===== config.mk =====
export PLATFORM = sky130hd
export DESIGN_NAME = btn_cond_n
export DESIGN_NICKNAME = d
export VERILOG_FILES = /design/src/rtl/btn_cond_n.sv
export SDC_FILE = /design/constraint.sdc
export NUM_CORES = 1
export LEC_CHECK = 0
export BUFFER_PORTS_ARGS = -buffer_cell sky130_fd_sc_hd__buf_4
export CAP_MARGIN = 10
export CORE_AREA = 5 5 98 100
export DETAILED_ROUTE_END_ITERATION = 8
export DIE_AREA = 0 0 103 105
export GPL_ROUTABILITY_DRIVEN = 0
export PLACE_DENSITY = 0.84
export SYNTH_ARGS = -nofsm -noshare
export SYNTH_HDL_FRONTEND = slang
export SYNTH_SLANG_ARGS = --single-unit

===== constraint.sdc =====
create_clock -name clk -period 4.4 [get_ports clk]
set_input_delay 0.66 -clock clk [delete_from_list [all_inputs] [get_ports clk]]
set_output_delay 0.66 -clock clk [all_outputs]
set_load 0.01 [all_outputs]

===== src/rtl/btn_cond_n.sv =====
// Multi-channel push-button conditioner: synchronise, sample on a divided tick,
// debounce, emit press/release/auto-repeat pulses and keep wrapping event counters.
module btn_cond_n #(
  parameter int N_CH    = 4,
  parameter int DIV_W   = 17,
  parameter int DEPTH   = 3,
  parameter int RPT_DLY = 32,
  parameter int RPT_PER = 8,
  parameter int CNT_W   = 8
) (
  input  logic                    clk,
  input  logic                    arst_i,
  input  logic [N_CH-1:0]         btn_i,
  input  logic [N_CH-1:0]         rpt_en_i,
  input  logic                    clr_i,
  output logic                    tick_o,
  output logic [N_CH-1:0]         level_o,
  output logic [N_CH-1:0]         rise_o,
  output logic [N_CH-1:0]         fall_o,
  output logic                    any_o,
  output logic [N_CH*CNT_W-1:0]   cnt_o
);

  localparam int RPT_MAX = (RPT_DLY > RPT_PER) ? RPT_DLY : RPT_PER;
  localparam int RW      = $clog2(RPT_MAX + 1);
  localparam logic [RW-1:0] DLY_C = RW'(RPT_DLY);
  localparam logic [RW-1:0] PER_C = RW'(RPT_PER);

  logic [N_CH-1:0]            sync1_q, sync1_d;
  logic [N_CH-1:0]            sync2_q, sync2_d;
  logic [DIV_W-1:0]           div_q, div_d;
  logic                       tick_q, tick_d;
  logic [N_CH-1:0][DEPTH-1:0] shift_q, shift_d;
  logic [N_CH-1:0]            level_q, level_d;
  logic [N_CH-1:0]            rise_q, rise_d;
  logic [N_CH-1:0]            fall_q, fall_d;
  logic [N_CH-1:0][RW-1:0]    rpt_q, rpt_d;
  logic [N_CH-1:0][RW-1:0]    rpt_inc_s;
  logic [N_CH-1:0]            seen_q, seen_d;
  logic [N_CH-1:0]            fire_s;
  logic [N_CH-1:0][CNT_W-1:0] evt_q, evt_d;

  // Input synchroniser, free-running sample divider and registered tick.
  always_comb begin
    sync1_d = btn_i;
    sync2_d = sync1_q;
    div_d   = div_q + DIV_W'(1);
    tick_d  = &div_q;
  end

  // Sample shift and debounced level; the level follows a full run of agreeing samples.
  always_comb begin
    shift_d = shift_q;
    level_d = level_q;
    if (tick_q) begin
      for (int k = 0; k < N_CH; k++) begin
        shift_d[k] = {shift_q[k][DEPTH-2:0], sync2_q[k]};
        if (&shift_d[k]) begin
          level_d[k] = 1'b1;
        end else if (~|shift_d[k]) begin
          level_d[k] = 1'b0;
        end else begin
          level_d[k] = level_q[k];
        end
      end
    end else begin
      shift_d = shift_q;
      level_d = level_q;
    end
  end

  // Auto-repeat tick counters; seen marks that the first (long) delay has elapsed.
  always_comb begin
    rpt_d     = rpt_q;
    seen_d    = seen_q;
    fire_s    = '0;
    rpt_inc_s = '0;
    for (int k = 0; k < N_CH; k++) begin
      rpt_inc_s[k] = rpt_q[k] + RW'(1);
      // A release on this tick must not also produce a repeat pulse.
      if (!level_q[k] || !rpt_en_i[k] || !level_d[k]) begin
        rpt_d[k]  = '0;
        seen_d[k] = 1'b0;
      end else if (tick_q) begin
        if (rpt_inc_s[k] == (seen_q[k] ? PER_C : DLY_C)) begin
          fire_s[k] = 1'b1;
          rpt_d[k]  = '0;
          seen_d[k] = 1'b1;
        end else begin
          rpt_d[k]  = rpt_inc_s[k];
          seen_d[k] = seen_q[k];
        end
      end else begin
        rpt_d[k]  = rpt_q[k];
        seen_d[k] = seen_q[k];
      end
    end
  end

  // Edge pulses registered alongside the level they describe.
  always_comb begin
    rise_d = (level_d & ~level_q) | fire_s;
    fall_d = level_q & ~level_d;
  end

  // Wrapping event counters; clear wins over a concurrent rise.
  always_comb begin
    evt_d = evt_q;
    for (int k = 0; k < N_CH; k++) begin
      if (clr_i) begin
        evt_d[k] = '0;
      end else if (rise_q[k]) begin
        evt_d[k] = evt_q[k] + CNT_W'(1);
      end else begin
        evt_d[k] = evt_q[k];
      end
    end
  end

  // State registers, all cleared by the asynchronous reset.
  always_ff @(posedge clk or posedge arst_i) begin
    if (arst_i) begin
      sync1_q <= '0;
      sync2_q <= '0;
      div_q   <= '0;
      tick_q  <= 1'b0;
      shift_q <= '0;
      level_q <= '0;
      rise_q  <= '0;
      fall_q  <= '0;
      rpt_q   <= '0;
      seen_q  <= '0;
      evt_q   <= '0;
    end else begin
      sync1_q <= sync1_d;
      sync2_q <= sync2_d;
      div_q   <= div_d;
      tick_q  <= tick_d;
      shift_q <= shift_d;
      level_q <= level_d;
      rise_q  <= rise_d;
      fall_q  <= fall_d;
      rpt_q   <= rpt_d;
      seen_q  <= seen_d;
      evt_q   <= evt_d;
    end
  end

  assign tick_o  = tick_q;
  assign level_o = level_q;
  assign rise_o  = rise_q;
  assign fall_o  = fall_q;
  assign any_o   = |rise_q;
  assign cnt_o   = evt_q;

endmodule


==> results.toml, run 1 <==
[status]
outcome = "complete, no violations"

[power]
finalPower_uw = 1640
leakage_uw = 0.00255
peakVddDrop_v = 0.000246
powerDensity_nw_per_um2 = 292

[worst_setup_path]
r2r_start = "tick_o"
crit_family = "simple AND/OR/NAND/NOR gates"
end_kind = "output port"
slowest_delay_ns = 0.57
worstPathArrival_ns = 1.56
ff2ff_path_depth = 5
path_class = "reg2out"
cp.depth = 2
crit_chain = "or4_1, buf_4"
critPathLaunch = "rise_o[0]"
critPathLaunchType = "flip-flop"
cp_slowest_cell = "or4_1"
reg2reg_slack_ns = 2.21
worst-path-max-fanout = 8
worst-path-buf-inv = 1
timing.rr.end = "rpt_q[3]"
crit_required_ns = 3.74

[clock_tree]
clkSlewWorstSetupHoldPaths_ns = 0.09
clkSinkCount = 106
tritoncts = "yes"
holdBufCountCts = 0
cts_max_path_buffers = 2
cts_buffers = 9
root_buffer = "clkbuf_8"
post_cts_buffers = 0
h-tree-depth = 3
clock_latency_ns = 0.36
ctsResizeCount = 0

[sta]
rsz0062_at_grt = "false"
fin_crit_sh_pct = 50.5
worst_slew_margin_rel_pct = 27.8
finClkSkew_ns = 0.0117
period_minus_slack_ns = 2.22
hold_viol = 0
setup-violations-final = 0
setup_ws_ns = 2.18
fmax_ghz = 0.450
slew_viol_final = 0
tightest_slew_ns = 1.07
fin_setup_tns_ns = 0

[routing]
vias = 3602
ant_nets = 0
dr.pass1.iters = 5
viasPerCell = 5.72
drt-total-wl_um = 9050
drcViolationCount = 0
wl_per_cell_um = 14.4
dr.first_iter.drc_count = 153

[placement]
place_area_sq_um = 5410
port_buffers = 56
place_ws_ns = 2.28
dp.final_hpwl_um = 6390

[layout]
nets = 539
area_growth_pct = 14.8
n_antenna_cell = 0
drive_gt1_share_pct = 17.8
fill_cells = 674
final_util_pct = 65.3
stdcell_area_sq_um = 5610

[logic_synthesis]
synth_seq_cells = 106
synthFlopType = "dfrtp_1"
synth.most_common_cell = "dfrtp_1"
synth.distinct_cells = 52
async_reset_ff_share_pct = 100
synth_top_area_share_pct = 54.3
synth-edff-count = 0
synth_area_sq_um = 4890
postSynthCellCount = 463
syn_nets = 484
yosys.area.top_type = "dfrtp_1"
ys_top_cells_by_count = "dfrtp_1 (106), nor2_1 (49), nand2_1 (43), xor2_1 (30), o21ai_0 (21)"
yosys_warnings = 0
syn-mean-instance-area_sq_um = 10.6
synth_area_leaders = "dfrtp_1 (54%), xor2_1 (5.4%), nor2_1 (3.8%), nand2_1 (3.3%), xnor2_1 (3.0%)"
synth-seq-area-share_pct = 54.3

[die]
fp.dieArea_sq_um = 10800
core_sq_um = 8590
fp.dieH_um = 105
num_rows = 34
ioPinCount = 57
die_w_um = 103
initial_core_util_pct = 56.9

[worst_hold_path]
hold_path_end = "sync2_q[0]"
worstHoldPathCells = 0
min_path_type = "reg2reg"
hold_start = "sync1_q[0]"

[grt]
grt.overflow.total = 0
grt_start_max_net_pins = 74
grt_usage_pct = 18.0
grt_pass1_wl_um = 16000
antenna_found_initial = 0
first_global_vias = 3597

[job]
cap_violations = 0
flip-flops by register name (all words and copies together), names as in the netlist, 8 cells and up:
register,count
shift_q,8
div_q,17
rpt_q,24
cnt_o,32
stage by stage:
| step | hold WS (ns) | cells |
|---|---|---|
| 5_1_grt | 0.366 | 630 |
| 3_5_place_dp | 0.335 | 615 |
| 6_report | 0.355 | 630 |
| 4_1_cts | 0.358 | 630 |
| 2_1_floorplan | 0.331 | 463 |
| 3_3_place_gp | 0.332 | 615 |
cell families (layout without fill, tap and decap cells):
group / count (synthesis) / after routing / share of synthesized area [%]
AO/OA/AOI/OAI: 66 / 66 / 8.86
XOR/XNOR: 47 / 47 / 8.42
flip-flops: 106 / 106 / 54.3
adder cells (fa/ha/maj): 10 / 10 / 2.56
AND/OR/NAND/NOR: 188 / 188 / 19.8
buffers and inverters: 28 / 87 / 2.20
multiplexers: 18 / 18 / 3.87
layout by cell type, fill, tap and decap left out, drive strengths merged, types with 3 or more instances in the layout:
cell type,synthesis,layout
nand4,16,16
inv,14,14
mux2,7,7
nor4b,5,5
xor2,30,30
nor2b,3,3
and2,4,4
a32o,3,3
ha,10,10
o311ai,3,3
xnor2,17,17
nor4,4,4
dfrtp,106,106
buf,2,58
nand2,43,43
clkbuf,12,10
mux2i,11,11
o21ai,22,22
a21oi,20,20
nor3,8,8
nor2,49,49
and3,11,11
nand3,21,21
a31oi,3,3
or3,8,8
or4b,3,3
layer usage:
| metal | vias to the layer above | global-route usage (%) | share of wire (%) |
|---|---|---|---|
| li1 | 1745 | - | - |
| met1 | 1765 | 23.8 | 44 |
| met2 | 84 | 29.7 | 49 |
| met3 | 8 | 4.86 | 5.9 |
| met4 | 0 | 3.70 | 0.78 |
| met5 | - | 0 | 0 |
power breakdown:
group          switching [uW]  internal, uW
logic                    24.0          6.75
clock network             310           317
registers                2.28           977
final cells by class:
| cell class | count | area, sq um | share of cell area [%] |
|---|---|---|---|
| repair buffers | 58 | 435 | 7.76 |
| inverters | 14 | 55.1 | 0.981 |
| clock buffers | 10 | 128 | 2.27 |
| flip-flops and latches | 106 | 2650 | 47.3 |
| multi-input cells | 329 | 2130 | 37.9 |
| clock inverters | 5 | 80.1 | 1.43 |
| well taps | 108 | 135 | 2.41 |
worst max path at each step:
stage | slack, ns | to
floorplan | 0.95 | cnt_o[0]
global placement | 2.41 | rpt_q[3]
detailed placement | 2.28 | rpt_q[3]
CTS | 2.16 | any_o
global route | 2.01 | rpt_q[3]
finish | 2.18 | any_o
Power figures use the tool's default switching activity.
==> inputs of run 2 (changes only) <==
CORE_AREA = 5 5 103 105   (was 5 5 98 100)
DIE_AREA = 0 0 108 110   (was 0 0 103 105)
PLACE_DENSITY = 0.8   (was 0.84)
clock period = 2 ns   (was 4.4 ns; I/O delays follow)
==> results.toml, run 2 (synthesis gave the netlist of run 1 again) <==
[status]
outcome = "complete, no violations"

[job]
cap_violations = 0

[clock_tree]
cts_buffers = 9
clkSinkCount = 106
cts_max_path_buffers = 2
holdBufCountCts = 0
clock_latency_ns = 0.36
tritoncts = "yes"
post_cts_buffers = 0
root_buffer = "clkbuf_8"
clkSlewWorstSetupHoldPaths_ns = 0.11
ctsResizeCount = 0
h-tree-depth = 3

[sta]
worst_slew_margin_rel_pct = 57.5
fin_hold_ws_ns = 0.0109
setup_ws_ns = 0.130
slew_viol_final = 0
hold_viol = 0
fin_setup_tns_ns = 0
tightest_slew_ns = 0.636
rsz0062_at_grt = "false"
fmax_ghz = 0.535
finClkSkew_ns = 0.0137
setup-violations-final = 0
period_minus_slack_ns = 1.87
fin_crit_sh_pct = 93.5

[power]
peakVddDrop_v = 0.000354
powerDensity_nw_per_um2 = 625
leakage_uw = 0.00258

[routing]
dr.pass1.iters = 5
drcViolationCount = 0
dr.first_iter.drc_count = 165
wl_per_cell_um = 14.4
viasPerCell = 5.45
vias = 3611
drt-total-wl_um = 9530
ant_nets = 0

[worst_setup_path]
end_kind = "output port"
crit_required_ns = 1.70
timing.rr.end = "rpt_q[9]"
worstPathArrival_ns = 1.57
worst-path-max-fanout = 8
reg2reg_slack_ns = 0.13
ff2ff_path_depth = 5
path_class = "reg2out"
r2r_start = "rpt_q[9]"
critPathLaunch = "rise_o[0]"
critPathLaunchType = "flip-flop"

[layout]
final_util_pct = 59.8
drive_gt1_share_pct = 19.1
layout.cells.non_filler = 662
multi_input_area_sq_um = 2130
final_cell_mix = "dfrtp_1 (106), buf_4 (62), nor2_1 (49)"
area_growth_pct = 16.8
n_antenna_cell = 0
largest_register_ffs = 32
nets = 545
fill_cells = 817
layout_commonest_cell = "dfrtp_1"
register_area_sq_um = 2650

[grt]
gr-usage-met3_pct = 3.38
gr-usage-met1_pct = 22.5
grt_usage_pct = 17.1
grt_pass1_wl_um = 16500
met2_usage_pct = 28.2
first_global_vias = 3569
busiest_layer = "met2"
antenna_found_initial = 0
grt.overflow.total = 0
grt_start_max_net_pins = 33

[placement]
placed_cells = 646
port_buffers = 56
place_ws_ns = 0.149
dp.final_hpwl_um = 7010

[die]
fp.dieH_um = 110
core_sq_um = 9550
initial_core_util_pct = 51.2
num_rows = 36
ioPinCount = 57
die_w_um = 108
fp.dieArea_sq_um = 11900

[worst_hold_path]
min_path_type = "in2async"
-- run 2: cell types whose count changed in the layout (fill, tap and decap cells not counted) --
cell	delta
buf_12	+2
buf_4	+4
bufinv_16	-1
clkbuf_1	-1
clkinv_2	-1
clkinvlp_4	+3
inv_4	-1
inv_6	+2
-- run 2: cell type report --
class	instances	share of cell area (%)
flip-flops and latches	106	46.5
clock buffers	9	2.17
well taps	133	2.91
multi-input cells	329	37.3
repair buffers	64	8.85
inverters	14	0.986
clock inverters	7	1.36
-- run 2: report_power, final --
part,internal (uW),switching (uW)
clock,588,749
combinational,22.8,56.6
sequential,2150,4.69
total,2760,810
-- run 2: worst max-delay path by stage --
stage | slack [ns] | depth (start not counted) | end
3_3_place_gp | 0.20 | 5 | rpt_q[9]
2_1_floorplan | 0.26 | 5 | rpt_q[9]
4_1_cts | 0.11 | 2 | any_o
5_1_grt | 0.05 | 5 | rpt_q[9]
3_5_place_dp | 0.15 | 5 | rpt_q[9]
6_report | 0.13 | 2 | any_o
-- run 2: stage by stage --
stage / instance area [sq um] / total power, uW
after floorplan: 4890 / 2240
after detailed placement: 5510 / 2280
after global placement: 5510 / 2280
after CTS: 5710 / 3620
final: 5710 / 3570
after global routing: 5710 / 3720
-- run 2: critical path, cell delays in order, from the launching register on --
cell	delay [ns]
dfrtp_1	0.49
or4_1	0.56
buf_4	0.16
-- run 2: routing by layer --
| layer | vias to the layer above | wire length [um] |
|---|---|---|
| met4 | 0 | 90 |
| met3 | 9 | 530 |
| met2 | 73 | 4570 |
| li1 | 1751 | - |
| met1 | 1778 | 4340 |
| met5 | - | 0 |
==> inputs of run 3 (changes only) <==
ABC_AREA = 1   (was not set)
CORE_AREA = 5 5 105 107   (was 5 5 103 105)
DIE_AREA = 0 0 110 112   (was 0 0 108 110)
GPL_TIMING_DRIVEN = 0   (was not set)
PLACE_DENSITY = 0.81   (was 0.8)
==> results.toml, run 3 <==
[status]
outcome = "complete, no violations"

[sta]
fmax_ghz = 0.616
period_minus_slack_ns = 1.62
slew_viol_final = 0
rsz0062_at_grt = "false"
fin_setup_tns_ns = 0
hold_viol = 0
fin_crit_sh_pct = 81.2
fin_hold_ws_ns = 0.0465
tightest_slew_ns = 0.839
finClkSkew_ns = 0.0124
worst_slew_margin_rel_pct = 44.0
setup-violations-final = 0

[logic_synthesis]
syn_nets = 612
synth-adder-area-share_pct = 2.41
synthFlopType = "dfrtp_1"
synth_compound_area_share_pct = 5.67
synth_top_family_by_area = "simple AND/OR/NAND/NOR gates"
syn-mean-instance-area_sq_um = 8.78
yosys_warnings = 0
synth-simple-area-share_pct = 30.1
async_reset_ff_share_pct = 100
synth-edff-count = 0
postSynthCellCount = 591
synth_area_leaders = "dfrtp_1 (51%), nand2_1 (9.0%), nand3_1 (6.6%), inv_1 (5.4%), nor2_1 (3.5%)"
yosys.area.top_type = "dfrtp_1"
synth_top_area_share_pct = 51.1
synth.most_common_cell = "nand2_1"
synth.distinct_cells = 31
synth.area.mux_share_pct = 0
ys_top_cells_by_count = "nand2_1 (124), dfrtp_1 (106), inv_1 (75), nand3_1 (68), nor2_1 (49)"
synth_seq_cells = 106
synth_area_sq_um = 5190
synth_xor_area_share_pct = 3.71
synth-seq-area-share_pct = 51.1

[grt]
grt_usage_pct = 17.3
met2_usage_pct = 30.6
antenna_found_initial = 0
busiest_layer = "met2"
first_global_vias = 4048
grt.overflow.total = 0
gr-usage-met3_pct = 3.59
gr-usage-met1_pct = 21.0
grt_pass1_wl_um = 17500
grt_start_max_net_pins = 46

[worst_setup_path]
r2r_start = "div_q[0]"
crit_top_cell = "nor2_1"
worst-path-buf-inv = 0
worstPathArrival_ns = 1.87
crit_family = "simple AND/OR/NAND/NOR gates"
end_kind = "flip-flop"
ff2ff_path_depth = 8
critPathLaunchType = "flip-flop"
timing.rr.end = "div_q[16]"
crit_chain = "ha_1, nand4_2, nor2_1, nand2_1, nor2_1, nand3_1, nor2_1, ha_1"
path_class = "reg2reg"
reg2reg_slack_ns = 0.38
crit_required_ns = 2.24
cp_slowest_cell = "dfrtp_1"
worst-path-max-fanout = 3
slowest_delay_ns = 0.40

[routing]
dr.first_iter.drc_count = 210
wl_per_cell_um = 12.8
vias = 4191
drcViolationCount = 0
ant_nets = 0
viasPerCell = 5.24
dr.pass1.iters = 4
drt-total-wl_um = 10200

[layout]
area_growth_pct = 16.6
nets = 681
n_antenna_cell = 0
drive_gt1_share_pct = 18.2
largest_register_ffs = 32
layout_commonest_cell = "nand2_1"
fill_cells = 815
stdcell_area_sq_um = 6050
final_cell_mix = "nand2_1 (124), dfrtp_1 (106), inv_1 (74)"
layout.cells.non_filler = 800

[clock_tree]
clkSlewWorstSetupHoldPaths_ns = 0.09
cts_buffers = 9
clkSinkCount = 106
holdBufCountCts = 0
ctsResizeCount = 0
post_cts_buffers = 0
h-tree-depth = 3
cts_max_path_buffers = 2
root_buffer = "clkbuf_8"
clock_latency_ns = 0.36
tritoncts = "yes"

[placement]
dp.final_hpwl_um = 7720
placed_cells = 785
port_buffers = 56
place_area_sq_um = 5820

[worst_hold_path]
worstHoldPathCells = 1
hold_start = "btn_i[2]"
min_path_type = "in2reg"
hold_path_end = "sync1_q[2]"

[die]
ioPinCount = 57
die_w_um = 110
core_sq_um = 10000
num_rows = 37
fp.dieH_um = 112
initial_core_util_pct = 51.7
fp.dieArea_sq_um = 12300

[power]
peakVddDrop_v = 0.000386
powerDensity_nw_per_um2 = 610
leakage_uw = 0.00318

[job]
cap_violations = 0
## run 3: logic make-up after synthesis
logic type / count (synthesis)
buffers and inverters: 88
DFF: 106
adders and majority gates: 10
AOI/OAI and AO/OA: 54
and+or+nand+nor: 311
xor gates and xnor gates: 22
## run 3: final cells by class
cell class	count	area (sq um)	area share, %
well taps	136	170	2.81
repair buffers	58	460	7.61
multi-input cells	397	2170	35.9
flip-flops and latches	106	2650	43.8
clock buffers	10	138	2.28
plain buffers	7	52.6	0.869
inverters	81	315	5.21
clock inverters	5	87.6	1.45
## run 3: worst reg2reg max path, stage by stage (launching register included)
cell     delay [ns]
dfrtp_1        0.40
ha_1           0.24
nand4_2        0.16
nor2_1         0.19
nand2_1        0.07
nor2_1         0.08
nand3_1        0.07
nor2_1         0.09
ha_1           0.22
## run 3: power breakdown
group          total, uW  internal, uW  switching [uW]
Clock               1450           744             710
Combinational       83.3          24.4            58.9
Sequential          2150          2150            3.35
Total               3690          2920             772
## run 3: through the flow
stage	power, uW	setup slack [ns]	utilization, %
after floorplan	2240	0.426	-
after global placement	2270	-0.222	57.6
after detailed placement	2280	0.372	58.0
after CTS	3730	0.360	60.2
after global routing	3840	0.181	60.2
final	3690	0.376	60.2
## run 3: layer usage
| metal | vias up | routed length [um] | part of all wire [%] |
|---|---|---|---|
| li1 | 2053 | - | - |
| met5 | - | 0 | 0 |
| met1 | 2014 | 4360 | 43 |
| met2 | 112 | 5100 | 50 |
| met4 | 0 | 142 | 1.4 |
| met3 | 12 | 597 | 5.8 |
## run 3: worst max-delay path by stage
stage / slack, ns / cells after the start / start / endpoint
after floorplan: 0.43 / 1 / arst_i / cnt_o[0]
after global routing: 0.18 / 8 / div_q[0] / div_q[16]
after CTS: 0.36 / 8 / div_q[0] / div_q[16]
after detailed placement: 0.37 / 8 / div_q[0] / div_q[16]
final: 0.38 / 8 / div_q[0] / div_q[16]
after global placement: -0.22 / 2 / arst_i / div_q[13]
